===== src/rtl/addsub_pipe.sv =====
// addsub_pipe: pipelined sum/difference unit with valid/ready handshakes.
// Stage 1 computes a+b and a-b at WIDTH+1 bits, including overflow flags and
// optional clamping. The remaining stages only delay the result. The whole
// pipe advances together whenever the output register is empty or is being
// consumed. Bubbles occupy a stage slot just like data.
module addsub_pipe #(
  parameter int WIDTH       = 8,
  parameter int LATENCY     = 2,
  parameter int SIGNED_MODE = 0,
  parameter int SATURATE    = 0
) (
  input  logic             clk,
  input  logic             rst_n,
  input  logic             in_valid,
  output logic             in_ready,
  input  logic [WIDTH-1:0] a,
  input  logic [WIDTH-1:0] b,
  output logic             out_valid,
  input  logic             out_ready,
  output logic [WIDTH-1:0] sum,
  output logic [WIDTH-1:0] diff,
  output logic             sum_ovf,
  output logic             diff_ovf,
  output logic             busy
);

  // Each stage carries {sum_ovf, diff_ovf, sum, diff}.
  localparam int DW = 2 * WIDTH + 2;

  logic             advance;
  logic [WIDTH:0]   sum_ext;
  logic [WIDTH:0]   diff_ext;
  logic [WIDTH-1:0] sum_wrap;
  logic [WIDTH-1:0] diff_wrap;
  logic [WIDTH-1:0] pos_max;
  logic [WIDTH-1:0] neg_min;
  logic [WIDTH-1:0] sat_signed;
  logic [WIDTH-1:0] sum_next;
  logic [WIDTH-1:0] diff_next;
  logic             sum_ovf_next;
  logic             diff_ovf_next;
  logic             a_sign;
  logic             b_sign;
  logic [DW-1:0]    calc_next;

  logic [LATENCY-1:0] stage_valid;
  logic [DW-1:0]      stage_data [LATENCY];

  // The pipe moves whenever the output slot is free or is leaving this cycle.
  assign advance  = !out_valid || out_ready;
  assign in_ready = advance;

  // Stage-1 arithmetic: widened add/subtract, overflow detection, clamping.
  always_comb begin
    sum_ext    = {1'b0, a} + {1'b0, b};
    diff_ext   = {1'b0, a} - {1'b0, b};
    sum_wrap   = sum_ext[WIDTH-1:0];
    diff_wrap  = diff_ext[WIDTH-1:0];
    a_sign     = a[WIDTH-1];
    b_sign     = b[WIDTH-1];
    pos_max    = {1'b0, {(WIDTH-1){1'b1}}};
    neg_min    = {1'b1, {(WIDTH-1){1'b0}}};
    // A signed overflow always lands on the side given by the sign of a.
    sat_signed = a_sign ? neg_min : pos_max;

    if (SIGNED_MODE != 0) begin
      sum_ovf_next  = (a_sign == b_sign) && (sum_wrap[WIDTH-1] != a_sign);
      diff_ovf_next = (a_sign != b_sign) && (diff_wrap[WIDTH-1] != a_sign);
    end else begin
      // Carry out of the add, borrow out of the subtract.
      sum_ovf_next  = sum_ext[WIDTH];
      diff_ovf_next = diff_ext[WIDTH];
    end

    sum_next  = sum_wrap;
    diff_next = diff_wrap;
    if (SATURATE != 0) begin
      if (sum_ovf_next) begin
        sum_next = (SIGNED_MODE != 0) ? sat_signed : '1;
      end
      if (diff_ovf_next) begin
        diff_next = (SIGNED_MODE != 0) ? sat_signed : '0;
      end
    end

    calc_next = {sum_ovf_next, diff_ovf_next, sum_next, diff_next};
  end

  // Register chain: stage 0 loads the fresh result, later stages copy their predecessor.
  for (genvar gi = 0; gi < LATENCY; gi++) begin : g_stage
    logic          valid_reg;
    logic [DW-1:0] data_reg;
    logic          valid_next;
    logic [DW-1:0] data_next;

    if (gi == 0) begin : g_first
      assign valid_next = in_valid;
      assign data_next  = calc_next;
    end else begin : g_rest
      assign valid_next = stage_valid[gi-1];
      assign data_next  = stage_data[gi-1];
    end

    // Shift on advance, hold everything (bubbles included) on a stall.
    always_ff @(posedge clk or negedge rst_n) begin
      if (!rst_n) begin
        valid_reg <= 1'b0;
        data_reg  <= '0;
      end else if (advance) begin
        valid_reg <= valid_next;
        data_reg  <= data_next;
      end
    end

    assign stage_valid[gi] = valid_reg;
    assign stage_data[gi]  = data_reg;
  end

  assign out_valid = stage_valid[LATENCY-1];
  assign {sum_ovf, diff_ovf, sum, diff} = stage_data[LATENCY-1];
  assign busy = |stage_valid;

endmodule

===== config.mk =====
export PLATFORM = sky130hd
export DESIGN_NAME = addsub_pipe
export DESIGN_NICKNAME = d
export VERILOG_FILES = /design/src/rtl/addsub_pipe.sv
export SDC_FILE = /design/constraint.sdc
export NUM_CORES = 1
export LEC_CHECK = 0
export CAP_MARGIN = 20
export CORE_MARGIN = 4
export CORE_UTILIZATION = 55
export DETAILED_ROUTE_END_ITERATION = 6
export GPL_ROUTABILITY_DRIVEN = 0
export PLACE_DENSITY_LB_ADDON = 0.25
export SLEW_MARGIN = 20
export SYNTH_ARGS = -nofsm -noshare
export SYNTH_HDL_FRONTEND = slang
export SYNTH_SLANG_ARGS = --single-unit

===== constraint.sdc =====
create_clock -name clk -period 3.9 [get_ports clk]
set_clock_uncertainty 0.1 [all_clocks]
set_input_delay 0.585 -clock clk [delete_from_list [all_inputs] [get_ports clk]]
set_output_delay 0.585 -clock clk [all_outputs]
set_load 0.01 [all_outputs]

== After elaboration in Yosys (flattened, before gate mapping) ==
Cells that the tools add are included.

* Register bits after elaboration: 38
* Bits of input ports: 20
* Output and inout bits: 21
* Word-level logic and storage cells: 9

* Add/sub/neg operators: 2
* Reduce and logical (&&, ||, !) cells: 3

{| class="wikitable"
|+ Operators by type and width
! operator !! number
|-
| $add 8x8->9 || 1
|-
| $sub 8x8->9 || 1
|-
| $reduce_or 2->1 || 1
|-
| $logic_not 1->1 || 1
|-
| $logic_or 1x1->1 || 1
|}

== Logic depth before layout (Yosys ltp) ==
* Depth in word-level cells: 2
* Mapped depth: 7
* Depth with buffers taken out: 7

== Worst setup path after synthesis ==
Ideal clock, no wire load.

* Kind: input to register
* Start point: input a[0]
* End point: register g_stage[0].data_reg[14]
* Library setup time: 0.082 ns
* Arrival time: 1.993 ns
* Required time: 3.718 ns
* Path slack: 1.725 ns
* Cell stages on the path: 6
* Path buffers: 0
* Cells stage by stage: ha_1 -> fa_1 -> nand2b_4 -> a2111oi_2 -> or4_1 -> a31oi_1

* Word-level cells in the longest chain between the ends: 1

{| class="wikitable"
|+ Ends and longest elaborated chain
! element !! RTL line !! RTL
|-
| from (decl) || 16 || <nowiki>input logic [WIDTH-1:0] a,</nowiki>
|-
| $add 8x8->9 || 55 || <nowiki>sum_ext = {1'b0, a} + {1'b0, b};</nowiki>
|-
| to (signal assigned) || 111 || <nowiki>data_reg <= data_next;</nowiki>
|-
| to (decl) || 92 || <nowiki>logic [DW-1:0] data_reg;</nowiki>
|}

Every way passes these cells.
A chain may end at the register's enable or synchronous reset.

== Worst setup path after layout ==
* Start point: input out_ready
* End point: output in_ready

* Word-level cells in the longest chain between the ends: 1

{| class="wikitable"
|+ Ends and longest elaborated chain
! element !! RTL line !! RTL
|-
| from (decl) || 19 || <nowiki>input logic out_ready,</nowiki>
|-
| $logic_or 1x1->1 || 50 || <nowiki>assign advance = !out_valid || out_ready;</nowiki>
|-
| to (decl) || 15 || <nowiki>output logic in_ready,</nowiki>
|}

Every way passes these cells.

==> results.py <==
metrics = {
    "global_route": {
        "grt_pass1_wl_mm": 7.25,
        "grt_pass1_vias": 1641,
        "gr-total-overflow": 0,
        "grt_max_degree": 42,
        "grt_antenna_before_repair": 0,
        "track_usage": 0.181,
    },
    "cells_and_area": {
        "largest_reg_flops": 34,
        "finalInstanceArea_um2": 2630,
        "drive_above_1_share": 0.0542,
        "mostFrequentLayoutCells": "nand2_1 (63), clkdlybuf4s50_1 (40), dfrtp_1 (36)",
        "fillers": 318,
        "diodes": 0,
        "nets": 314,
        "final_common_cell": "nand2_1",
        "synthToLayoutAreaGrowth_pct": 24.8,
        "finalNonFillerCells": 325,
    },
    "cts": {
        "ctsLongestPathBuffers": 2,
        "cts_tree": "done",
        "cts_inserted_buffers": 5,
        "htreeDepth": 2,
        "clk_latency_ps": 290,
        "post_cts_buffers": 0,
        "cts_hold_buf": 0,
        "cts.sinks": 36,
        "cts_resized": 0,
        "cts_root_buffer": "clkbuf_8",
        "clk_pin_slew_ps": 70,
    },
    "critical_path": {
        "cp_max_fo": 2,
        "ff2ff_path_depth": 5,
        "path_cells": "clkdlybuf4s50_1 -> nor2b_2 -> inv_1 -> clkdlybuf4s50_1",
        "r2r_start": "out_valid",
        "crit_top_cell": "clkdlybuf4s50_1",
        "max_stage_delay_ps": 560,
        "endpoint_kind": "output port",
        "crit_type": "input port to output port",
        "startpoint_type": "input port",
        "worst_path_max_delay_cell": "clkdlybuf4s50_1",
        "r2r_setup_slack_ps": 2260,
        "r2r_end": "g_stage[0].data_reg[7]",
        "cp.arrival_ps": 1760,
        "worstPathRequired_ps": 3210,
    },
    "worst_hold_path": {
        "hold_class": "register to register",
        "hold-path-endpoint": "g_stage[1].data_reg[7]",
        "hp-start": "g_stage[1].data_reg[7]",
        "worstHoldPathCells": 2,
    },
    "synthesis": {
        "synth_edf_count": 0,
        "async_flop_share": 1.00,
        "syn-cell-area_um2": 2100,
        "syn_inst": 239,
        "yosysTopAreaCellShare": 0.428,
        "synth_seq_cells": 36,
        "synth_ff_type": "dfrtp_1",
        "ys_types": 46,
        "synth_nets": 277,
        "synth_top_cell_by_area": "dfrtp_1",
        "avgSynthCellArea_um2": 8.81,
        "synth_area_leaders": "dfrtp_1 (43%), nand2_1 (11%), ha_1 (9.5%)",
        "ys_warn_count": 0,
        "ys_seq_area_frac": 0.428,
    },
    "power_and_ir_drop": {
        "peakVddDrop_v": 0.000169,
        "p_leak_nw": 1.24,
        "p_per_area_nw_per_um2": 455,
    },
    "timing": {
        "tns_ps": 0,
        "fin_crit_ps": 2440,
        "setup_viol": 0,
        "max_freq_ghz": 0.409,
        "fin_crit_sh": 0.626,
        "rsz0062_at_grt": "no",
        "hold_viol": 0,
        "tightest_slew_ps": 441,
        "slew_headroom": 0.704,
        "drv_slew": 0,
    },
    "floorplanning": {
        "start_util": 0.571,
        "rows": 22,
        "fp.dieH_um": 69.9,
        "die_w_um": 69.9,
        "dieArea_um2": 4880,
        "coreArea_um2": 3690,
        "pin_count": 41,
    },
    "route": {
        "avgViaCountPerCell": 5.33,
        "routedWlPerCell_um": 13.0,
        "wirelength_mm": 4.24,
        "route.detailed.drc": 0,
        "vias": 1732,
        "drt_iter0_drc": 178,
        "ant_nets": 0,
        "drtPass1Iterations": 4,
    },
    "place": {
        "placed_area_um2": 2520,
        "io_buffers": 40,
        "hpwl_mm": 3.12,
        "numPlacedInstances": 317,
    },
    "flow_run": {
        "drv_cap": 0,
    },
    "run_status": {
        "status": "finished, final reports clean",
    },
}
## where the power goes
part / switching (mW) / leakage, nW / internal [mW]
clock: 0.130 / 0.0552 / 0.190
combinational: 0.182 / 0.765 / 0.188
sequential: 0.0468 / 0.423 / 0.459
total: 0.358 / 1.24 / 0.837
## through the flow
| stage | setup WS (ps) | hold slack (ps) | power, mW | util |
|---|---|---|---|---|
| finish | 1460 | 366 | 1.20 | 0.712 |
| global route | 1340 | 386 | 1.26 | 0.712 |
| CTS | 1440 | 375 | 1.20 | 0.712 |
| detailed placement | 1150 | 358 | 0.884 | 0.683 |
| global placement | 1190 | 351 | 0.873 | 0.683 |
| floorplan | 1720 | 189 | 0.712 | - |
## layer usage
layer  up-vias  global-route usage  part of all wire
li1        883                   -                 -
met1       771               0.252              0.47
met2        69               0.273              0.45
met3         9              0.0317             0.065
met4         0              0.0894             0.020
met5         -                   0                 0
## area by class of cell
type                            count  area, µm²  share of cell area
Clock buffer                        6       72.6              0.0276
Clock inverter                      2       35.0              0.0133
Inverter                           17       63.8              0.0243
Multi-Input combinational cell    173       1070               0.408
Sequential cell                    36        901               0.343
Tap cell                           48       60.1              0.0229
Timing Repair Buffer               43        423               0.161
## cells by family after synthesis
kind of cell | after synthesis | share of synthesized area
compound gates | 44 | 0.146
xor+xnor | 2 | 0.00832
fa+ha+maj | 18 | 0.114
buf+inv | 30 | 0.0642
flops | 36 | 0.428
simple gates | 109 | 0.239
## worst max-delay path: cells and delay by family
kind | cells | cell delay [ps]
AND/OR/NAND/NOR | 1 | 50
buffers and inverters | 3 | 1120
## Yosys cell counts, types with 2 or more instances
cell,instances
and3_1,2
o21ai_0,5
nor3_1,6
a221oi_1,2
a211oi_1,2
nand2b_1,3
buf_6,2
ha_1,16
o21a_1,2
nor3b_1,2
xor2_1,2
clkbuf_1,5
nand3_1,3
nor2_1,12
buf_2,3
a21oi_1,12
a31oi_1,4
buf_1,2
o31ai_1,6
nand3b_1,3
or3_1,2
nor2b_1,5
inv_1,16
dfrtp_1,36
nor4_1,2
nand2_1,63
fa_1,2
## how the worst max path moves through the flow
stage                          from                 endpoint  cells past startpoint
after floorplan                a[0]  g_stage[0].data_reg[14]                      6
after global placement         b[1]  g_stage[0].data_reg[13]                      7
after detailed placement       a[0]   g_stage[0].data_reg[6]                      8
after CTS                 out_ready                 in_ready                      4
after global routing           a[0]   g_stage[0].data_reg[6]                      8
final                     out_ready                 in_ready                      4
Power figures use the tool's default switching activity.
